**src/rtl/fft_twiddle_addr_gen.sv**
```systemverilog
// Stage/butterfly sequencer for a radix-2 DIT FFT: drives twiddle ROM reads and re-times data address pairs to the ROM output.
// Optional macro TWADDR_HOLD_EN adds a hold input that stalls butterfly issue.
module fft_twiddle_addr_gen #(
   parameter int LOG2N      = 10,
   parameter int ADDR_WIDTH = 8
) (
   input  logic                  clk,
   input  logic                  rst,
   input  logic                  start,
`ifdef TWADDR_HOLD_EN
   input  logic                  hold,
`endif
   output logic                  busy,
   output logic                  rom_en,
   output logic [ADDR_WIDTH:0]   rom_addr,
   output logic                  tw_valid,
   output logic [3:0]            stage_out,
   output logic [LOG2N-1:0]      a_addr,
   output logic [LOG2N-1:0]      b_addr,
   output logic                  done
);

   localparam int JW = LOG2N - 1;

   typedef enum logic [1:0] {IDLE = 2'd0, RUN = 2'd1, FLUSH = 2'd2} state_t;

   state_t             state_r, state_s;
   logic [3:0]         s_r, s_next_s;
   logic [JW-1:0]      j_r, j_next_s;
   logic               issue_s, last_s, hold_s;
   logic [3:0]         stage_pipe_r;
   logic [LOG2N-1:0]   a_pipe_r, b_pipe_r;

   function automatic logic [LOG2N-1:0] span_of(input logic [3:0] s);
      return LOG2N'(1) << s;
   endfunction

   function automatic logic [LOG2N-1:0] top_addr(input logic [3:0] s, input logic [JW-1:0] j);
      logic [LOG2N-1:0] jx;
      jx = LOG2N'(j);
      return ((jx >> s) << (s + 4'd1)) | (jx & (span_of(s) - LOG2N'(1)));
   endfunction

   function automatic logic [ADDR_WIDTH:0] tw_index(input logic [3:0] s, input logic [JW-1:0] j);
      logic [LOG2N-1:0] jx;
      jx = LOG2N'(j);
      return (ADDR_WIDTH+1)'((jx & (span_of(s) - LOG2N'(1))) << (4'(LOG2N-1) - s));
   endfunction

`ifdef TWADDR_HOLD_EN
   assign hold_s = hold;
`else
   assign hold_s = 1'b0;
`endif

   // The (s,j) registers hold the butterfly most recently issued; the next one is issued from s_next_s/j_next_s.
   assign last_s = (s_r == 4'(LOG2N-1)) && (j_r == {JW{1'b1}});

   // Next-state, counter advance and issue decision
   always_comb begin
      state_s  = state_r;
      s_next_s = s_r;
      j_next_s = j_r;
      issue_s  = 1'b0;
      case (state_r)
         IDLE: begin
            if (start) begin
               state_s  = RUN;
               s_next_s = 4'd0;
               j_next_s = {JW{1'b0}};
               issue_s  = 1'b1;
            end else begin
               state_s = IDLE;
            end
         end
         RUN: begin
            if (last_s) begin
               state_s = FLUSH;
            end else if (!hold_s) begin
               issue_s = 1'b1;
               if (j_r == {JW{1'b1}}) begin
                  j_next_s = {JW{1'b0}};
                  s_next_s = s_r + 4'd1;
               end else begin
                  j_next_s = j_r + JW'(1);
               end
            end else begin
               state_s = RUN;
            end
         end
         FLUSH:   state_s = IDLE;
         default: state_s = IDLE;
      endcase
   end

   // FSM state and butterfly counters
   always_ff @(posedge clk or posedge rst) begin
      if (rst) begin
         state_r <= IDLE;
         s_r     <= 4'd0;
         j_r     <= {JW{1'b0}};
      end else begin
         state_r <= state_s;
         s_r     <= s_next_s;
         j_r     <= j_next_s;
      end
   end

   // ROM request at issue; data addresses pass through one extra stage to meet the ROM's read latency
   always_ff @(posedge clk or posedge rst) begin
      if (rst) begin
         busy         <= 1'b0;
         rom_en       <= 1'b0;
         rom_addr     <= '0;
         tw_valid     <= 1'b0;
         stage_out    <= 4'd0;
         a_addr       <= '0;
         b_addr       <= '0;
         done         <= 1'b0;
         stage_pipe_r <= 4'd0;
         a_pipe_r     <= '0;
         b_pipe_r     <= '0;
      end else begin
         busy     <= (state_s != IDLE);
         rom_en   <= issue_s;
         tw_valid <= rom_en;
         done     <= (state_r == RUN) && last_s;
         if (issue_s) begin
            rom_addr     <= tw_index(s_next_s, j_next_s);
            stage_pipe_r <= s_next_s;
            a_pipe_r     <= top_addr(s_next_s, j_next_s);
            b_pipe_r     <= top_addr(s_next_s, j_next_s) + span_of(s_next_s);
         end
         if (rom_en) begin
            stage_out <= stage_pipe_r;
            a_addr    <= a_pipe_r;
            b_addr    <= b_pipe_r;
         end
      end
   end

endmodule

```
**config.mk**
```make
export PLATFORM = sky130hd
export DESIGN_NAME = fft_twiddle_addr_gen
export DESIGN_NICKNAME = d
export VERILOG_FILES = /design/src/rtl/fft_twiddle_addr_gen.sv
export SDC_FILE = /design/constraint.sdc
export NUM_CORES = 1
export LEC_CHECK = 0
export CAP_MARGIN = 20
export CORE_ASPECT_RATIO = 1.4
export CORE_MARGIN = 2
export CORE_UTILIZATION = 45
export DETAILED_ROUTE_END_ITERATION = 16
export SETUP_SLACK_MARGIN = 0.4
export SYNTH_ARGS = -nofsm -noshare
export SYNTH_HDL_FRONTEND = slang
export SYNTH_SLANG_ARGS = --single-unit
```
**constraint.sdc**
```tcl
create_clock -name clk -period 7.15 [get_ports clk]
set_input_delay 1.43 -clock clk [delete_from_list [all_inputs] [get_ports clk]]
set_output_delay 1.43 -clock clk [all_outputs]
set_load 0.05 [all_outputs]
```
==> run summary, run 1 <==
The number of enable-type register cells in the synthesized netlist is 0, and the average vias per placed instance is 5.97. After synthesis the cells add up to 4970 sq um. The run finished with clean final reports. The transition time at the pin with the least slew margin works out to 1050 ps. In this run the power density over the cells is 329 nW/um^2. The area after detailed placement is 5520 sq um, and the via count is 4319.

After clock tree synthesis, the clock-pin slew on the worst setup and hold paths is 60 ps. The clock reaches the later pin of the worst-skew pair after 340 ps. The peak clock frequency supported by timing is 162 MHz.

After detailed routing, the average wire length per cell comes to 19.0 microns. Number of sinks handled by clock tree synthesis: 76. TritonCTS built the clock tree.

The most used flip-flop cell after synthesis is sky130_fd_sc_hd__dfrtp_1. Counting the buffers created by CTS gives 9. The number of standard cells after synthesis is 544, and the number of hold violations in the final report is 0. The count of nets left with antenna violations once routing finished came out at 0. Overflow left after global routing: 0. The tools report the headroom to the max-slew limit as 0.299. The share of synthesized flip-flops with an asynchronous set or reset works out to 1.00. Final period utilization: 0.863. The arrival time of the worst setup path is 6380 ps. Setup repair after global routing left no endpoint under its margin. After legalization and detailed placement, the total HPWL measured 10200 microns.

The logs give 322 for the number of design-rule violations left by the first detailed-router iteration and 13800 microns for the post-detailed-routing wire length. The number of buffers and inverters on the critical path is 2, and the DRC violation count after routing is 0. The tools report the number of different library cells in the post-synthesis netlist as 76. The number of diodes added for antenna fixing was 0; the number of port buffers was 39. Pin placement for this block handled 40 I/O pins. The synthesized design spends more area on one cell type than any other, namely sky130_fd_sc_hd__dfrtp_1.

After layout, the design draws a total of 1.92 mW. Clock skew on the completed layout was measured at 8.85 ps. Class of the worst hold path: reg -> reg. Across the run, the number of max-cap violations was 0.

The total die area was 11900 sq um; the sum of negative setup slack was 0 ps. For this run, the number of Yosys warnings is 0. In the layout the commonest cells are sky130_fd_sc_hd__dfrtp_1, sky130_fd_sc_hd__nor2_1, sky130_fd_sc_hd__nand2_1, sky130_fd_sc_hd__clkdlybuf4s50_1, sky130_fd_sc_hd__o21ai_0. The worst path meets setup with 977 ps of slack. The tools report the post-placement worst setup slack as 700 ps. STA classifies the critical path endpoint as a register. The die outline width was 92.8 microns; the total of hold buffers inserted after clock tree synthesis was 0. The leading cell type in the layout, fill and taps excluded is sky130_fd_sc_hd__dfrtp_1. In this design, the stage delay of the slowest critical-path cell is 500 ps.

The utilization after layout was 0.541; the mean instance size in the synthesized netlist was 9.14 sq um. The multi-input combinational cells in the finished layout cover a total of 2820 sq um. For the worst setup path, the data required time is 7360 ps. The proportion of layout cells with a drive suffix above 1 is 0.143, and the leakage component of the power is 2.69 nW. The placer congestion estimate is 0.927. For this run, the detailed router's first-pass iteration total came to 7. The first global-routing pass estimated 22500 microns of wire.

Top cell type's share of synthesized area: 0.383. CTS built an H-tree with a depth of 3. The area growth from synthesis to layout is 17.7%.

For the initial core utilization, the log shows 0.460. The total setup violations reported at the end of the flow is 0. IR analysis of the VDD net gives a maximum drop of 0.145 mV. Of all nets on the critical path, the largest fanout is 15.

Summing all flip-flop and latch instances after layout gives 1900 sq um. Synthesis inferred 76 register bits. The root buffer cell chosen for the clock tree is sky130_fd_sc_hd__clkbuf_16. The longest clock path from root to sink contains 2 buffers.

The total area inside the core boundary comes to 10800 sq um. The run gives 603 as the post-layout net count. Among all stages on the critical path, the largest delay is contributed by sky130_fd_sc_hd__dfrtp_1.

The kind of critical path was reg -> reg. The number of antenna violations at the first check in global routing was 0. The run gives 1013 as the filler cell count in the final layout. The worst setup path is launched from a register.

The tools report the final design instance area without fill as 5850 sq um. For the portion of the post-synthesis area used by sequential elements, the log shows 0.383. The all-layer global routing usage was 0.242. The number of nets in the synthesized netlist is 570.

The tools report the via count of the first global-routing pass as 4197. The logs give 45 for the number of rows created at floorplan and 0 for the number of gates resized after cts. Critical path's top delay family: compound AO/OA/AOI/OAI gates. The shortest clock period the worst path allows after layout was 6170 ps; the number of max-slew violations in the final report was 0.

The height of the die works out to 128 microns. The library cell appearing most often on the critical path was sky130_fd_sc_hd__nor2_1. The largest net degree at the start of global routing came out at 77. Yosys attributes the largest share of cell area to sky130_fd_sc_hd__dfrtp_1, sky130_fd_sc_hd__mux2_2, sky130_fd_sc_hd__ha_1. For the post-CTS setup buffer count, the log shows 0.
[per-layer routing]
| metal | share of wire | vias to the layer above | track usage |
|---|---|---|---|
| met4 | 0.033 | 0 | 0.108 |
| met1 | 0.41 | 2097 | 0.293 |
| met3 | 0.034 | 36 | 0.0357 |
| met5 | 0 | - | 0 |
| met2 | 0.52 | 126 | 0.426 |
| li1 | - | 2060 | - |
[final cells by class]
class / instances / share of cell area
Timing Repair Buffer: 58 / 0.0911
Clock buffer: 9 / 0.0385
Sequential cell: 76 / 0.325
Multi-Input combinational cell: 408 / 0.482
Clock inverter: 7 / 0.0180
Tap cell: 141 / 0.0301
Inverter: 24 / 0.0156
[registers in the layout, indices dropped and copies added, names as in the netlist]
name          flops
b_pipe_r         10
state_r           2
s_r               4
b_addr           10
rom_addr          9
j_r               9
a_addr           10
busy              1
stage_pipe_r      4
rom_en            1
a_pipe_r         10
tw_valid          1
done              1
stage_out         4
[cells in the mapped netlist (all sizes together), types with 4 or more instances]
cell    count
a21o        6
a21oi      30
a221oi      5
a22o        6
a311oi      4
a31oi       4
a41oi       4
and3       11
buf        13
clkbuf     23
dfrtp      76
ha         22
inv        23
mux2       31
mux2i       5
nand2      43
nand2b      9
nand3      11
nand3b      4
nand4b      4
nor2       55
nor3       14
nor4b       4
o211ai      6
o21ai      36
o221ai      4
o31ai       6
or4         4
xnor2       7
xor2       11
[cells by family after synthesis]
| group | after synthesis | share of synthesized area |
|---|---|---|
| flip-flops | 76 | 0.383 |
| AND/OR/NAND/NOR | 186 | 0.192 |
| multiplexers | 36 | 0.0803 |
| adder cells (fa/ha/maj) | 23 | 0.0594 |
| AO/OA/AOI/OAI | 145 | 0.204 |
| XOR/XNOR | 18 | 0.0317 |
| buffers and inverters | 60 | 0.0501 |
[tightest hold or removal path: stages (launching register included)]
cell and delay (ps):
sky130_fd_sc_hd__dfrtp_1 340, sky130_fd_sc_hd__nand2_1 50, sky130_fd_sc_hd__nand2_1 50
[per-stage QoR]
| stage | hold slack (ps) | cells |
|---|---|---|
| 6_report | 471 | 723 |
| 5_1_grt | 507 | 723 |
| 4_1_cts | 474 | 723 |
| 3_5_place_dp | 457 | 707 |
| 3_3_place_gp | 455 | 707 |
| 2_1_floorplan | 433 | 544 |
[report_power, final]
group	leakage, nW	total, mW	switching (mW)	internal [mW]
clock network	0.159	0.510	0.198	0.312
registers	0.980	0.612	0.0735	0.539
logic	1.55	0.801	0.495	0.306
total	2.69	1.92	0.767	1.16
[final timing paths]
path	from	to	slack [ps]	cells after the start
hold / removal	b_pipe_r[0]	b_pipe_r[0]	470	2
min in group asynchronous	rst	a_addr[9]	1700	3
setup / recovery	j_r[2]	b_pipe_r[9]	980	26
max in group asynchronous	rst	b_pipe_r[6]	4850	3
setup reg to reg	j_r[2]	b_pipe_r[9]	980	26
hold reg to reg	b_pipe_r[0]	b_pipe_r[0]	470	2
(Power assumes the default switching activity.)
==> run 2, diff against run 1 <==
- CORE_UTILIZATION: 45 -> 50
- PLACE_DENSITY: unset -> 0.7
==> run 2 against run 1 <==
- die area down 9.6%
- via count down 0.44%
- worst setup slack worse by 180 ps
- cell area down 0.96%
- critical path depth down 5
- maximum frequency down 2.9%
- routed wire length down 2.1%
- register-to-register slack better by 30 ps
- total power down 4.2%
- clock power down 14%
- core utilization up 5.1 points
- highest routed layer unchanged
==> run summary, run 2 (synthesis gave the netlist of run 1 again) <==
The clock insertion delay at the later pin of the skew report was 340 ps (about the same). The logs give 8.44 ps (was 8.85 ps) for the clock skew and 0 (unchanged) for the number of antenna violations at the first check in global routing. The number of I/O pins is 40 (unchanged), and the number of port buffers is 39 (unchanged).

Power density over the cells: 318 nW/um^2 (was 329 nW/um^2). Worst-case vdd ir drop: 0.157 mV (was 0.145 mV). The number of nets with antenna violations after detailed routing came out at 0 (unchanged). The proportion of total power due to net switching is 0.413 (was 0.399), and the core area is 9790 sq um (was 10800 sq um).

Depth of the worst register-to-register path: 23 (was 26). Total setup violations reported at the end of the flow: 0 (unchanged). The filler cell count in the final layout is 887 (was 1013), and the total die area is 10800 sq um (was 11900 sq um). The total net switching power was 0.761 mW (was 0.767 mW). The flow ran to the end, and the final reports show no timing, DRC or antenna violations.

The arrival time of the worst setup path is 6560 ps (was 6380 ps), and the post-CTS setup buffer count is 0 (unchanged). The number of buffers and inverters on the critical path came out at 2 (unchanged). The tools report the clock network fraction of total power as 0.237 (was 0.265). The post-detailed-routing wire length was 13500 microns (was 13800 microns); the headroom to the max-slew limit was 0.316 (was 0.299). The initial core utilization is 0.508 (was 0.460).

Walking the worst path, the cells encountered are clkdlybuf4s50_1, or3b_1, o211ai_1, nand2_4, inv_2, ha_1, nand3_1, ha_1, xor2_1, nor2_1, a221o_1, ha_1, a21oi_1, o22ai_1, o21ai_0, nand2b_1, a21oi_1, o21ai_0, xor2_1, xnor2_1, a21oi_1. The logs give 0 (unchanged) for the overflow left after global routing and 0.955 (was 0.927) for the placer congestion estimate. The shortest clock period the worst path allows after layout came out at 6360 ps (was 6170 ps).

The sort of element at the end of the critical path is a register (unchanged). The cell internal power dissipation was 1.08 mW (was 1.16 mW); the number of max-cap violations was 0 (unchanged). The number of hold violations in the final report was 0 (unchanged).

Class of the worst hold path: reg -> reg (unchanged). Maximum root-to-sink buffer count: 2 (unchanged). The number of rows created at floorplan is 43 (was 45). Kind of critical path: in -> reg (was reg -> reg).

DRC violation count after routing: 0 (unchanged). The element type at the critical path start is an input port (was a register). The proportion of layout cells with a drive suffix above 1 was 0.141 (was 0.143); the worst hold path depth was 2 (unchanged).

The run gives 0 (unchanged) as the number of max-slew violations in the final report. The height of the die is 122 microns (was 128 microns), and the relative area change from synthesis to final layout is 16.6% (was 17.7%). The die outline width came out at 88.3 microns (was 92.8 microns).

The via count of the first global-routing pass was 4411 (was 4197); the leakage component of the power was 2.67 nW (was 2.69 nW). The sequential cell fraction of total power was 0.333 (was 0.318); the number of design-rule violations left by the first detailed-router iteration was 229 (was 322). The number of diodes added for antenna fixing is 0 (unchanged), and the average vias per placed instance is 6.01 (was 5.97). The tools report the combinational cell fraction of total power as 0.430 (was 0.416).

The peak clock frequency supported by timing is 157 MHz (was 162 MHz), and the largest net degree at the start of global routing is 77 (unchanged). For the total number of H-tree levels, the log shows 3 (unchanged). The wire length of the first global-routing pass is 22000 microns (was 22500 microns), and the total power is 1.84 mW (was 1.92 mW). The sum of negative setup slack came out at 0 ps (unchanged). The cell with the biggest individual delay on the critical path was sky130_fd_sc_hd__clkdlybuf4s50_1 (was sky130_fd_sc_hd__dfrtp_1).

TritonCTS built the clock tree. Delay contributed by the slowest stage of the critical path: 490 ps (was 500 ps). Setup repair after global routing left no endpoint under its margin. The total of hold buffers inserted after clock tree synthesis was 0 (unchanged); the CTS clock-pin slew for the worst setup and hold paths was 60 ps (about the same). The number of gates resized after cts is 0 (unchanged), and the all-layer global routing usage is 0.266 (was 0.242). Highest net fanout along the worst path: 27 (was 15). The root cell of the clock tree is sky130_fd_sc_hd__clkbuf_16 (unchanged). The required arrival time at the worst endpoint is 7350 ps (was 7360 ps). The leading cell type in the layout, fill and taps excluded is sky130_fd_sc_hd__dfrtp_1 (unchanged). The number of iterations in the first detailed-routing pass was 5 (was 7); the via count was 4300 (was 4319). The total CTS buffers was 9 (unchanged); the post-layout net count was 602 (was 603). The final period utilization was 0.889 (was 0.863); the detailed-placement wirelength estimate was 9940 microns (was 10200 microns).

The transition time at the pin with the least slew margin is 1030 ps (was 1050 ps). The count of cell instances traversed by the critical path works out to 21 (was 26). Critical path's top delay family: compound AO/OA/AOI/OAI gates (unchanged).

Number of sinks handled by clock tree synthesis: 76 (unchanged). The routed wire length per instance came out at 18.8 microns (was 19.0 microns). Top library cells by usage in the layout, fill and taps aside: sky130_fd_sc_hd__dfrtp_1, sky130_fd_sc_hd__nor2_1, sky130_fd_sc_hd__nand2_1, sky130_fd_sc_hd__clkdlybuf4s50_1, sky130_fd_sc_hd__o21ai_0 (unchanged).
## run 2: worst reg2reg max path, delay by kind of cell (launching register included)
family | cells | cell delay, ps
and+or+nand+nor | 7 | 1200
xor gates and xnor gates | 3 | 640
DFF | 1 | 490
AOI/OAI and AO/OA | 8 | 1790
adders and majority gates | 4 | 1550
buffers and inverters | 1 | 340
## run 2: final timing paths
| check | startpoint | endpoint | slack [ps] |
|---|---|---|---|
| worst max-delay path | start | b_pipe_r[9] | 790 |
| worst min-delay path | b_pipe_r[2] | b_pipe_r[2] | 490 |
| worst max register to register | j_r[2] | b_pipe_r[9] | 1010 |
| worst min register to register | b_pipe_r[2] | b_pipe_r[2] | 490 |
| max in group asynchronous | rst | stage_out[1] | 4860 |
| min in group asynchronous | rst | a_addr[9] | 1680 |
## run 2: metrics by stage
| step | utilization | cells | hold WS [ps] | setup slack [ps] | cell area, sq um |
|---|---|---|---|---|---|
| floorplan | - | 544 | 433 | 927 | 4970 |
| global placement | 0.562 | 700 | 454 | 564 | 5510 |
| detailed placement | 0.562 | 700 | 464 | 528 | 5510 |
| CTS | 0.592 | 716 | 492 | 828 | 5800 |
| global route | 0.592 | 716 | 513 | 436 | 5800 |
| finish | 0.592 | 716 | 488 | 793 | 5800 |
## run 2: area by class of cell
type                       instances  area, sq um  share of cell area
multi-input combinational        408         2820               0.487
inverter                          24         91.3              0.0158
timing repair buffer              57          526              0.0907
tap                              135          169              0.0291
clock buffer                       9          225              0.0389
sequential                        76         1900               0.328
clock inverter                     7         63.8              0.0110
## run 2: power by group through the flow
stage	logic (mW)	clock network [mW]	registers, mW
global route	0.865	0.464	0.630
global placement	0.782	0	0.616
CTS	0.793	0.446	0.617
detailed placement	0.788	0	0.624
finish	0.792	0.437	0.614
floorplan	0.409	0	0.762
## run 2: per-layer routing
layer  track usage  up-vias  wire length [microns]
met5             0        -                      0
met3        0.0542       36                    653
met1         0.295     2069                   5190
met4         0.131        0                    541
met2         0.472      152                   7080
li1              -     2043                      -
==> run 3, diff against run 2 <==
- CORE_MARGIN: 2 -> unset
==> run 3 against run 2 <==
- first-iteration DRC count is 32% higher
- clock skew hardly changed
- maximum frequency is 1.3% higher
- critical path depth stayed put
- via count hardly changed
- sequential cell count stayed put
- largest cell class unchanged
- register-to-register slack better by 90 ps
- highest routed layer unchanged
- count of clock-buffer cells in the layout stayed put
- core utilization is 1.4 points higher
- sequential power hardly changed
- clock power is 4% higher
- hold slack worse by 20 ps
==> run summary, run 3 (synthesis gave the netlist of run 1 again) <==
Power density over the cells: 321 nW/um^2 (was 318 nW/um^2). For the peak clock frequency supported by timing, the log shows 159 MHz (was 157 MHz). The flow ran to the end, and the final reports show no timing, DRC or antenna violations. The tools report the post-layout net count as 601 (was 602).

Via count of the first global-routing pass: 4346 (was 4411). The leakage component of the power is 2.67 nW (about the same). The clock insertion delay at the later pin of the skew report was 340 ps (about the same); the met3 usage in global routing was 0.0440 (was 0.0542). Initial core utilization: 0.520 (was 0.508).

The DRC violation count after routing came out at 0 (unchanged). The CTS clock-pin slew for the worst setup and hold paths works out to 60 ps (about the same). The tools report the number of sinks handled by clock tree synthesis as 76 (unchanged).

The tools report the via count as 4296 (was 4300). The sort of element at the end of the critical path is a register (unchanged). The die outline width was 86.3 microns (was 88.3 microns); the core area was 9560 sq um (was 9790 sq um). The proportion of layout cells with a drive suffix above 1 is 0.140 (was 0.141). The highest net fanout along the worst path works out to 22 (was 27).

The height of the die works out to 120 microns (was 122 microns). The worst-case vdd ir drop came out at 0.161 mV (was 0.157 mV). Top library cells by usage in the layout, fill and taps aside: sky130_fd_sc_hd__dfrtp_1, sky130_fd_sc_hd__nor2_1, sky130_fd_sc_hd__nand2_1, sky130_fd_sc_hd__clkdlybuf4s50_1, sky130_fd_sc_hd__o21ai_0 (unchanged).

The tools report the post-CTS setup buffer count as 0 (unchanged). The kind of critical path is in -> reg (unchanged). The number of diodes added for antenna fixing is 0 (unchanged), and the shortest clock period the worst path allows after layout is 6280 ps (was 6360 ps).

The transition time at the pin with the least slew margin works out to 993 ps (was 1030 ps). The logs give 8.78 ps (was 8.44 ps) for the clock skew and 10100 microns (was 9940 microns) for the detailed-placement wirelength estimate. The number of rows created at floorplan is 42 (was 43), and the total setup violations reported at the end of the flow is 0 (unchanged). The logs give 6480 ps (was 6560 ps) for the arrival time of the worst setup path and 77 (unchanged) for the largest net degree at the start of global routing. The tools report the wire length of the first global-routing pass as 22200 microns (was 22000 microns). TritonCTS built the clock tree.

Average vias per placed instance: 6.03 (was 6.01). The number of design-rule violations left by the first detailed-router iteration was 302 (was 229). The placer congestion estimate is 1.01 (was 0.955), and the post-detailed-routing wire length is 13400 microns (was 13500 microns). The run gives 0 (unchanged) as the number of nets with antenna violations after detailed routing. The required arrival time at the worst endpoint is 7350 ps (about the same), and the met2 usage in global routing is 0.487 (was 0.472).

Setup repair after global routing left no endpoint under its margin. The relative area change from synthesis to final layout was 16.6% (about the same); the sum of negative setup slack was 0 ps (unchanged). The number of antenna violations at the first check in global routing was 0 (unchanged). The routed wire length per instance is 18.8 microns (about the same), and the total number of H-tree levels is 3 (unchanged). The tools report the total CTS buffers as 9 (unchanged).

Most congested layer reported by global routing: met2 (unchanged). The post-layout instance count excluding filler cells is 712 (was 716), and the number of hold violations in the final report is 0 (unchanged). The logs give 40 (unchanged) for the number of I/O pins and 0.332 (was 0.295) for the global-route track usage on met1. The final period utilization was 0.878 (was 0.889); the overflow left after global routing was 0 (unchanged).

Number of iterations in the first detailed-routing pass: 6 (was 5). The run gives 2 (unchanged) as the maximum root-to-sink buffer count. Class of the worst hold path: reg -> reg (unchanged).

The run gives 0 (unchanged) as the number of max-cap violations. The total instance count after detailed placement was 696 (was 700); the number of max-slew violations in the final report was 0 (unchanged). The leading cell type in the layout, fill and taps excluded is sky130_fd_sc_hd__dfrtp_1 (unchanged). The headroom to the max-slew limit was 0.338 (was 0.316).

The element type at the critical path start is an input port (unchanged). The root cell of the clock tree is sky130_fd_sc_hd__clkbuf_16 (unchanged). The number of port buffers was 39 (unchanged); the all-layer global routing usage was 0.280 (was 0.266).

The total die area was 10400 sq um (was 10800 sq um).
[run 3: timing repair]
| action | 4_1_cts | 5_1_grt |
|---|---|---|
| hold buffers | 0 | 0 |
| resized for setup | 0 | 1 |
| endpoints found under the setup margin | 0 | 2 |
| hold endpoints to repair | 0 | 0 |
[run 3: final cells by class]
class | instances | area [sq um]
repair buffers | 56 | 518
multi-input cells | 408 | 2820
clock inverters | 7 | 75.1
inverters | 24 | 92.6
flip-flops and latches | 76 | 1900
clock buffers | 9 | 225
fillers | 887 | 3770
well taps | 132 | 165
[run 3: worst max-delay path: stages]
cell                              delay [ps]
sky130_fd_sc_hd__clkdlybuf4s50_1         490
sky130_fd_sc_hd__or3b_1                  440
sky130_fd_sc_hd__o211ai_1                280
sky130_fd_sc_hd__nand2_4                 190
sky130_fd_sc_hd__clkinv_2                270
sky130_fd_sc_hd__ha_1                    390
sky130_fd_sc_hd__nand3_1                 200
sky130_fd_sc_hd__ha_1                    330
sky130_fd_sc_hd__xor2_1                  340
sky130_fd_sc_hd__nor2_1                   90
sky130_fd_sc_hd__a221o_1                 310
sky130_fd_sc_hd__ha_1                    330
sky130_fd_sc_hd__a21oi_1                 220
sky130_fd_sc_hd__o22ai_1                 130
sky130_fd_sc_hd__o21ai_0                 160
sky130_fd_sc_hd__nand2b_1                 70
sky130_fd_sc_hd__a21oi_1                 210
sky130_fd_sc_hd__o21ai_0                 140
sky130_fd_sc_hd__xor2_1                  170
sky130_fd_sc_hd__xnor2_1                 170
sky130_fd_sc_hd__a21oi_1                  80
[run 3: through the flow]
stage	utilization	hold slack, ps	power, mW	area [sq um]	setup slack [ps]
6_report	0.606	468	1.86	5800	875
5_1_grt	0.606	506	1.96	5800	406
4_1_cts	0.606	474	1.87	5800	836
3_5_place_dp	0.575	461	1.41	5500	522
3_3_place_gp	0.575	453	1.40	5500	630
2_1_floorplan	-	433	1.17	4970	927
[run 3: power breakdown]
group	internal (mW)	leakage, nW	switching [mW]
logic	0.300	1.54	0.490
clock network	0.272	0.150	0.181
registers	0.539	0.980	0.0764
[run 3: final timing paths]
check                                 start              end  slack, ps  depth (start not counted)
worst max-delay path                  start      b_pipe_r[9]        870                         21
worst min-delay path            b_pipe_r[0]      b_pipe_r[0]        470                          2
worst max register to register       j_r[2]      b_pipe_r[9]       1100                         25
worst min register to register  b_pipe_r[0]      b_pipe_r[0]        470                          2
max in group asynchronous               rst  stage_pipe_r[1]       4830                          3
min in group asynchronous               rst        b_addr[9]       1700                          3
[run 3: layer usage]
metal | vias to the layer above | share of wire
li1 | 2049 | -
met1 | 2074 | 0.41
met2 | 129 | 0.52
met3 | 44 | 0.028
met4 | 0 | 0.042
met5 | - | 0
